===== config.mk =====
export PLATFORM = sky130hd
export DESIGN_NAME = hour_set_entry_flat
export DESIGN_NICKNAME = d
export VERILOG_FILES = /design/src/rtl/hour_set_entry_if.sv /design/src/rtl/hour_set_entry.sv /design/src/flat_wrapper.sv
export SDC_FILE = /design/constraint.sdc
export NUM_CORES = 1
export LEC_CHECK = 0
export ABC_CLOCK_PERIOD_IN_PS = 2700
export BUFFER_PORTS_ARGS = -buffer_cell sky130_fd_sc_hd__buf_2
export CORE_AREA = 2 2 74 76
export CTS_BUF_LIST = sky130_fd_sc_hd__clkbuf_16
export DETAILED_ROUTE_END_ITERATION = 10
export DIE_AREA = 0 0 76 78
export GPL_TIMING_DRIVEN = 0
export PLACE_DENSITY = 0.66
export SETUP_SLACK_MARGIN = 0.2
export SLEW_MARGIN = 20
export SYNTH_ARGS = -nofsm -noshare
export SYNTH_HDL_FRONTEND = slang
export SYNTH_SLANG_ARGS = --single-unit

===== constraint.sdc =====
create_clock -name CLK -period 2.7 [get_ports CLK]
set_clock_uncertainty 0.1 [all_clocks]
set_input_delay 0.27 -clock CLK [delete_from_list [all_inputs] [get_ports CLK]]
set_output_delay 0.27 -clock CLK [all_outputs]
set_load 0.005 [all_outputs]

===== src/rtl/hour_set_entry_if.sv =====
// Keypad-side hour entry bus: digit strobes and mode inputs in, committed hour and status out.
// master = digit-entry front end, slave = hour_set_entry.
interface hour_set_entry_if;
  logic       KEY_VALID;
  logic [3:0] KEY_DIGIT;
  logic       CANCEL;
  logic       MODE24;
  logic       PM;
  logic [4:0] HOUR;
  logic       LOAD;
  logic       ERR;
  logic       BUSY;
  logic [1:0] DH;
  logic [3:0] DL;

  modport master (
    output KEY_VALID, KEY_DIGIT, CANCEL, MODE24, PM,
    input  HOUR, LOAD, ERR, BUSY, DH, DL
  );

  modport slave (
    input  KEY_VALID, KEY_DIGIT, CANCEL, MODE24, PM,
    output HOUR, LOAD, ERR, BUSY, DH, DL
  );
endinterface


===== src/rtl/hour_set_entry.sv =====
// Two-digit BCD hour entry -> binary hour 0-23; LOAD one cycle after the units strobe, no backpressure.
// HOURSET_ECHO_EN builds the DH/DL digit echo registers; without it DH/DL read 0.
module hour_set_entry #(
  parameter int unsigned TO_CYCLES = 100000000,
  parameter int unsigned TO_W      = 27
) (
  input logic             CLK,
  input logic             RST,
  hour_set_entry_if.slave bus
);

  localparam logic [1:0] IDLE = 2'd0;
  localparam logic [1:0] TENS = 2'd1;
  localparam logic [1:0] DONE = 2'd2;

  localparam logic [TO_W-1:0] TO_LAST = TO_W'(TO_CYCLES - 1);

  logic [1:0]      state;
  logic [1:0]      tens;
  logic [TO_W-1:0] timer;
  logic [4:0]      hour;
  logic            load;
  logic            err;

  logic            digit_ok;
  logic            tens_ok;
  logic [4:0]      sum;
  logic            units_ok;
  logic [4:0]      hour_new;
  logic            timeout;
  logic            idle_key;
  logic            tens_key;
  logic            tens_take;
  logic            units_take;

  // BCD->binary as tens*8 + tens*2 + units; only trusted once digit_ok holds
  assign digit_ok = bus.KEY_DIGIT <= 4'd9;
  assign tens_ok  = bus.MODE24 ? (bus.KEY_DIGIT <= 4'd2) : (bus.KEY_DIGIT <= 4'd1);
  assign sum      = 5'({tens, 3'b000}) + 5'({tens, 1'b0}) + 5'(bus.KEY_DIGIT);
  assign units_ok = digit_ok && (bus.MODE24 ? (sum <= 5'd23) : (sum <= 5'd11));
  assign hour_new = (!bus.MODE24 && bus.PM) ? (sum + 5'd12) : sum;
  assign timeout  = timer == TO_LAST;

  assign idle_key   = !bus.CANCEL && bus.KEY_VALID && (state == IDLE);
  assign tens_key   = !bus.CANCEL && bus.KEY_VALID && (state == TENS);
  assign tens_take  = idle_key && tens_ok;
  assign units_take = tens_key && units_ok;

  always_ff @(posedge CLK or posedge RST) begin
    if (RST) begin
      state <= IDLE;
      tens  <= 2'd0;
      timer <= '0;
      hour  <= 5'd0;
      load  <= 1'b0;
      err   <= 1'b0;
    end else begin
      load <= 1'b0;
      err  <= 1'b0;
      if (bus.CANCEL) begin
        state <= IDLE;
      end else begin
        case (state)
          IDLE: begin
            if (bus.KEY_VALID) begin
              if (tens_ok) begin
                tens  <= bus.KEY_DIGIT[1:0];
                timer <= '0;
                state <= TENS;
              end else begin
                err <= 1'b1;
              end
            end
          end
          TENS: begin
            // a strobe on the timeout cycle takes priority over the timeout
            if (bus.KEY_VALID) begin
              if (units_ok) begin
                hour  <= hour_new;
                load  <= 1'b1;
                state <= DONE;
              end else begin
                err   <= 1'b1;
                state <= IDLE;
              end
            end else if (timeout) begin
              err   <= 1'b1;
              state <= IDLE;
            end else begin
              timer <= timer + TO_W'(1);
            end
          end
          DONE:    state <= IDLE;
          default: state <= IDLE;
        endcase
      end
    end
  end

  assign bus.HOUR = hour;
  assign bus.LOAD = load;
  assign bus.ERR  = err;
  assign bus.BUSY = state == TENS;

`ifdef HOURSET_ECHO_EN
  logic [3:0] dl;

  always_ff @(posedge CLK or posedge RST) begin
    if (RST)             dl <= 4'd0;
    else if (tens_take)  dl <= 4'd0;
    else if (units_take) dl <= bus.KEY_DIGIT;
  end

  assign bus.DH = tens;
  assign bus.DL = dl;
`else
  logic unused_echo;
  assign unused_echo = tens_take ^ units_take;
  assign bus.DH = 2'd0;
  assign bus.DL = 4'd0;
`endif

endmodule


===== src/flat_wrapper.sv =====
// flat-port wrapper written by rule: the top's interface ports become plain ports
module hour_set_entry_flat 
#(
  parameter int unsigned TO_CYCLES = 100000000,
  parameter int unsigned TO_W      = 27
)
  (CLK, RST, bus_KEY_VALID, bus_KEY_DIGIT, bus_CANCEL, bus_MODE24, bus_PM, bus_HOUR, bus_LOAD, bus_ERR, bus_BUSY, bus_DH, bus_DL);
  hour_set_entry_if bus_i ();
  input logic CLK;
  input logic RST;
  input wire logic [$bits(bus_i.KEY_VALID)-1:0] bus_KEY_VALID;
  input wire logic [$bits(bus_i.KEY_DIGIT)-1:0] bus_KEY_DIGIT;
  input wire logic [$bits(bus_i.CANCEL)-1:0] bus_CANCEL;
  input wire logic [$bits(bus_i.MODE24)-1:0] bus_MODE24;
  input wire logic [$bits(bus_i.PM)-1:0] bus_PM;
  output wire logic [$bits(bus_i.HOUR)-1:0] bus_HOUR;
  output wire logic [$bits(bus_i.LOAD)-1:0] bus_LOAD;
  output wire logic [$bits(bus_i.ERR)-1:0] bus_ERR;
  output wire logic [$bits(bus_i.BUSY)-1:0] bus_BUSY;
  output wire logic [$bits(bus_i.DH)-1:0] bus_DH;
  output wire logic [$bits(bus_i.DL)-1:0] bus_DL;
  assign bus_i.KEY_VALID = bus_KEY_VALID;
  assign bus_i.KEY_DIGIT = bus_KEY_DIGIT;
  assign bus_i.CANCEL = bus_CANCEL;
  assign bus_i.MODE24 = bus_MODE24;
  assign bus_i.PM = bus_PM;
  assign bus_HOUR = bus_i.HOUR;
  assign bus_LOAD = bus_i.LOAD;
  assign bus_ERR = bus_i.ERR;
  assign bus_BUSY = bus_i.BUSY;
  assign bus_DH = bus_i.DH;
  assign bus_DL = bus_i.DL;
  hour_set_entry #(.TO_CYCLES(TO_CYCLES), .TO_W(TO_W)) u_core (.CLK(CLK), .RST(RST), .bus(bus_i));
endmodule

# == Word level (Yosys, flattened, before mapping) ==
# Cells that the tools add are included.
# word_totals
ff_bits,38
output_inout_bits,14
# op_classes
n_addsub,4
muxes,26
eq_ne,9
n_reduce_logical,9
bitwise_logic,1
n_lt_le_gt_ge,5
# op_table
operator,n
$mux W27,4
$pmux W27 S2,1
$add A27 B1 Y27 const B,1
$eq A27 B27 Y1 const B,1
$mux W1,12
$mux W2,6
$reduce_and A4 Y1,2
$ne A2 B2 Y1 const B,3
$reduce_and A6 Y1,1
$add A5 B3 Y5,1
$add A5 B4 Y5,1
$add A5 B4 Y5 const B,1
$le A5 B4 Y1 const B,1
$le A5 B5 Y1 const B,1
$mux W5,1
$le A4 B1 Y1 const B,1
$le A4 B2 Y1 const B,1
$le A4 B4 Y1 const B,1
$ne A4 B3 Y1 const B,1
$pmux W2 S2,1
$ne A3 B2 Y1 const B,1
$ne A3 B3 Y1 const B,1
$reduce_and A3 Y1,1
$eq A2 B1 Y1 const B,1
other kinds (7),8

# == Longest topological paths before layout ==
# logic_depth
depth_word,9
ltp_mapped,11
ltp_nobuf,10

# == Least setup slack after synthesis ==
# Ideal clock, no wire load.
# synth_path
kind,register to register
startpoint,register u_core.tens[0]
endpoint,register u_core.hour[0] (netlist: u_core.bus.HOUR[0])
period_less_slack_ns,2.931
path_stages_with_launch,12
arrival_ns,2.706
t_required_ns,2.475
path_buffers,1
path_slack_ns,-0.231
cell_sequence,dfrtp_1 > ha_1 > fa_1 > xor2_2 > inv_2 > ha_1 > a32o_1 > o31a_1 > o211ai_2 > or3_1 > buf_6 > mux2_4
# synth_between
elab_chain_len,6
elab_cells_between_ends,7
cone_classes,add/sub (2); order compare (2); mux (1); reduce/logical (2)
# synth_lines
element,line_no,source
"start, declared",hour_set_entry.sv:19,logic [1:0] tens;
"start signal, assigned",hour_set_entry.sv:67,tens <= bus.KEY_DIGIT[1:0];
$add A5 B3 Y5 (*),hour_set_entry.sv:39,"assign sum = 5'({tens, 3'b000}) + 5'({tens, 1'b0}) + 5'(bus.KEY_DIGIT);"
$add A5 B4 Y5 (*),hour_set_entry.sv:39,
$le A5 B4 Y1 or $le A5 B5 Y1 (tied branches),hour_set_entry.sv:40,assign units_ok = digit_ok && (bus.MODE24 ? (sum <= 5'd23) : (sum <= 5'd11));
$mux W1 (*),hour_set_entry.sv:40,
$logic_and A1 B1 Y1 (*),hour_set_entry.sv:40,
$reduce_and A4 Y1 (no line) (*),-,
"end signal, assigned",hour_set_entry.sv:79,hour <= hour_new;
"end, declared",hour_set_entry.sv:21,logic [4:0] hour;
# Mark *: on every way between the ends. The rest lies on a longest branch, timed or not.
# A chain may end at the register's enable or synchronous reset.

# == Worst setup path in the final report ==
# Same ends and word-level chain as after synthesis.

==> metrics.md <==
| Metric | Value |
|---|---|
| Crit-path max FO | 6 |
| Post-Route WL | slightly below 5 mm |
| Fillers | between 400 and 500 |
| Worst-Margin Slew | between 500 and 600 ps |
| Largest family of logic cells by synthesized area | simple AND/OR/NAND/NOR gates |
| Post-DP HPWL | between 3 and 4 mm |
| Post-synth top cells | 38 x dfrtp_1, 36 x nor2_1, 26 x xnor2_1, 14 x nand2_1, 11 x nor3_1 |
| Seq/Total Area, Yosys | about two fifths |
| Synth top area share | approximately two fifths |
| N_diodes | 0 |
| Unrepaired setup endpoints after global routing | yes |
| Number of synthesized flops with an enable pin | 0 |
| Max Used Layer | met4 |
| Initial antenna violation count | 0 |
| Switch Pwr | 423 uW |
| Core Region | slightly above 0.005 sq mm |
| Post-route cell area | between 0.002 and 0.003 sq mm |
| Yosys synthesis warning count | 0 |
| Die X | about 76 um |
| Hold Crit Class | in -> reg |
| Worst Path Buf+Inv | 2 |
| Routed vias | between 1,500 and 2,000 |
| Slowest cell on crit path | dfrtp_1 |
| CTS Buf Count | 5 |
| H-tree depth | 2 |
| Post-synth cell types | between 40 and 50 |
| Clock-pin transition on the worst setup and hold timing paths | 60 ps |
| Critical path endpoint category | flip-flop |
| Most used flip-flop cell after synthesis | dfrtp_1 |
| DRT antenna net count | 0 |
| Critical Path Start Type | flip-flop |
| GR Util All Layers | about 17% |
| Nets | roughly 280 |
| Residual DRC count | 0 |
| Worst Path Class, Setup | reg -> reg |
| Routability cong. | roughly 0.81 |
| Clock power frac | 35.1% |
| LEAKAGE | around 0.0012 uW |
| Multiplexer share of the synthesized area | 4.28% |
| CP cell instances | ha_2 -> fa_2 -> xor2_2 -> inv_2 -> ha_4 -> a32o_1 -> o31a_1 -> o211ai_2 -> or3_4 -> buf_6 -> mux2_4 |
| Row cnt | 26 |
| Worst Path Required | around 2800 ps |
| Hold slack | ~140 ps |
| Synth Area in Compound Gates | under 10% |
| Simple-gate share of the synthesized area | about 27% |
| Final period utilization | 104% |
| Netlist Area Pre-Place | 0.00228 sq mm |
| Max-slew violation count | 0 |
| Pwr Density | 567 mW/mm^2 |
| Vias in the first global route | 1,732 |
| Reg power frac | about two fifths |
| VDD IR max | 258 uV |
| Starting density of the core | a little under half |
| Fmax | ~360 MHz |
| Crit path DAT | around 2900 ps |
| Pin count of the biggest net entering global routing | 31 |
| Grt ovf | 0 |
| Fin worst setup slack | -107 ps |
| Placed Area | about 0.0025 sq mm |
| Drt initial violations | 87 |
| Synth Area in Adders | between 3 and 4% |
| Full die area | about 0.0059 sq mm |
| CTS tree | yes |
| Max_cap viols | 0 |
| Most common cell in the netlist | dfrtp_1 |
| Layout cell share with drive strength beyond 1 | 29.0% |
| Net Sw Frac | about 27% |
| Crit-path leading delay family | adder cells |
| Avg Vias per Cell | between 5 and 6 |
| Final setup violation count | 8 |
| Status | complete, but fails checks |
| Xor and xnor fraction of the mapped netlist area | between 10% and 20% |
| Met3 WL | roughly 190 um |
| Clk buf depth | 2 |
| Logic gate share of total power | between 20% and 30% |
| CTS root buf | clkbuf_16 |
| Synth async-reset ratio | 100% |
| Fin crit period | around 2800 ps |
| Syn avg cell area | 10.0 sq um |
| Buffers on Ports | 17 |
| DR pass1 iterations | 4 |
| First-pass GRT wire length | slightly above 8 mm |
| Syn Inst Count | 227 |
| IO Pins | 24 |
| WL met2 | around 2.3 mm |
| Failing checks | setup timing |
| Final hold violation count | 0 |
| DR WL/cell | about 14 um |
| Cell-internal power | roughly 1200 uW |
| Max_slew headroom | between 60% and 70% |
| WL met1 | roughly 2.2 mm |
| FF+latch count, synth | 38 |
| Synth top area cells | dfrtp_1 42%, xnor2_1 10%, nor2_1 5.9%, nor4_2 3.8%, mux2_4 3.3% |
| Layout area overhead | 21.8% |
| Clock insertion delay at the later pin of the skew report | 290 ps |
| CTS sink count | 38 |
| Chip height | around 78 um |
| Cell taking the most area after synthesis | dfrtp_1 |
| Critical path's largest stage delay | ~380 ps |
==> cells by family after synthesis <==
logic type                 after synthesis
AOI/OAI and AO/OA                       17
xor gates and xnor gates                28
adders and majority gates                6
buffers and inverters                   21
DFF                                     38
muxes                                    7
other                                    1
and+or+nand+nor                        109
==> layout make-up <==
type	instances	area, sq um	area share (%)
Multi-Input combinational cell	173	1280	46.3
Buffer	14	88.8	3.20
Clock buffer	5	125	4.50
Sequential cell	38	951	34.2
Timing Repair Buffer	29	201	7.25
Clock inverter	3	12.5	0.450
Inverter	7	26.3	0.946
Tap cell	70	87.6	3.15
==> metal layers <==
metal  global-route usage (%)  up-vias
met1                     23.0      794
met3                     3.84       10
met5                        0        -
met4                     6.55        0
li1                         -      863
met2                     27.8       30
==> sequential cells by signal, summed over array words and instances, names as in the netlist <==
| register | count |
|---|---|
| u_core.bus.ERR | 1 |
| u_core.bus.HOUR | 5 |
| u_core.bus.LOAD | 1 |
| u_core.state | 2 |
| u_core.tens | 2 |
| u_core.timer | 27 |
==> power groups by stage <==
| stage | combinational (uW) | clock [uW] | sequential, uW |
|---|---|---|---|
| 3_3_place_gp | 292 | 0 | 636 |
| 3_5_place_dp | 300 | 0 | 638 |
| 5_1_grt | 431 | 592 | 632 |
| 2_1_floorplan | 229 | 0 | 634 |
| 4_1_cts | 358 | 563 | 627 |
| 6_report | 396 | 552 | 627 |
==> cells in the final DEF, fill, tap and decap left out, types with 2 or more instances in the layout <==
cell type	n
nand2b_1	3
xnor2_1	26
nor3_1	11
nor4b_2	2
ha_1	3
dfrtp_1	38
buf_4	13
nand3_1	10
clkbuf_2	3
nor4_2	7
buf_2	19
nand4_1	8
buf_6	4
clkbuf_16	5
mux2_4	5
inv_1	6
and2_1	2
o21ai_0	4
and3_1	2
clkbuf_1	2
conb_1	6
nor3b_1	2
mux2_2	2
nor2_1	36
nand2_1	14
nor4_1	5
inv_2	2
==> path summary, 6_finish.rpt <==
path,from,to,slack [ps],cells after the start
worst min-delay path,bus_CANCEL,u_core.bus.ERR,140,2
max in group asynchronous,RST,u_core.timer[12],1750,4
worst min register to register,u_core.bus.HOUR[0],u_core.bus.HOUR[0],410,1
worst max register to register,u_core.tens[0],u_core.bus.HOUR[0],-110,11
worst max-delay path,u_core.tens[0],u_core.bus.HOUR[0],-110,11
min in group asynchronous,RST,u_core.bus.ERR,340,3
==> timing repair <==
action / CTS / global route
buffers inserted: 10 / 0
pin swaps: 3 / 0
gates cloned: 0 / 0
endpoints found under the hold margin: 8 / 0
hold buffers: 1 / 0
resized for setup: 2 / 9
setup endpoints to repair: 9 / 28
==> stage by stage <==
step	cells	setup WS, ps	TNS (ps)	util (%)	total power [uW]
finish	339	-107	-592	55.1	1580
global route	339	-188	-1230	55.1	1650
CTS	339	-38.8	-194	54.1	1550
detailed placement	320	-218	-1090	49.6	938
global placement	319	-213	-1060	49.2	928
floorplan	232	-81.2	-406	-	863
Note: power is estimated with default switching activity, not from simulation.
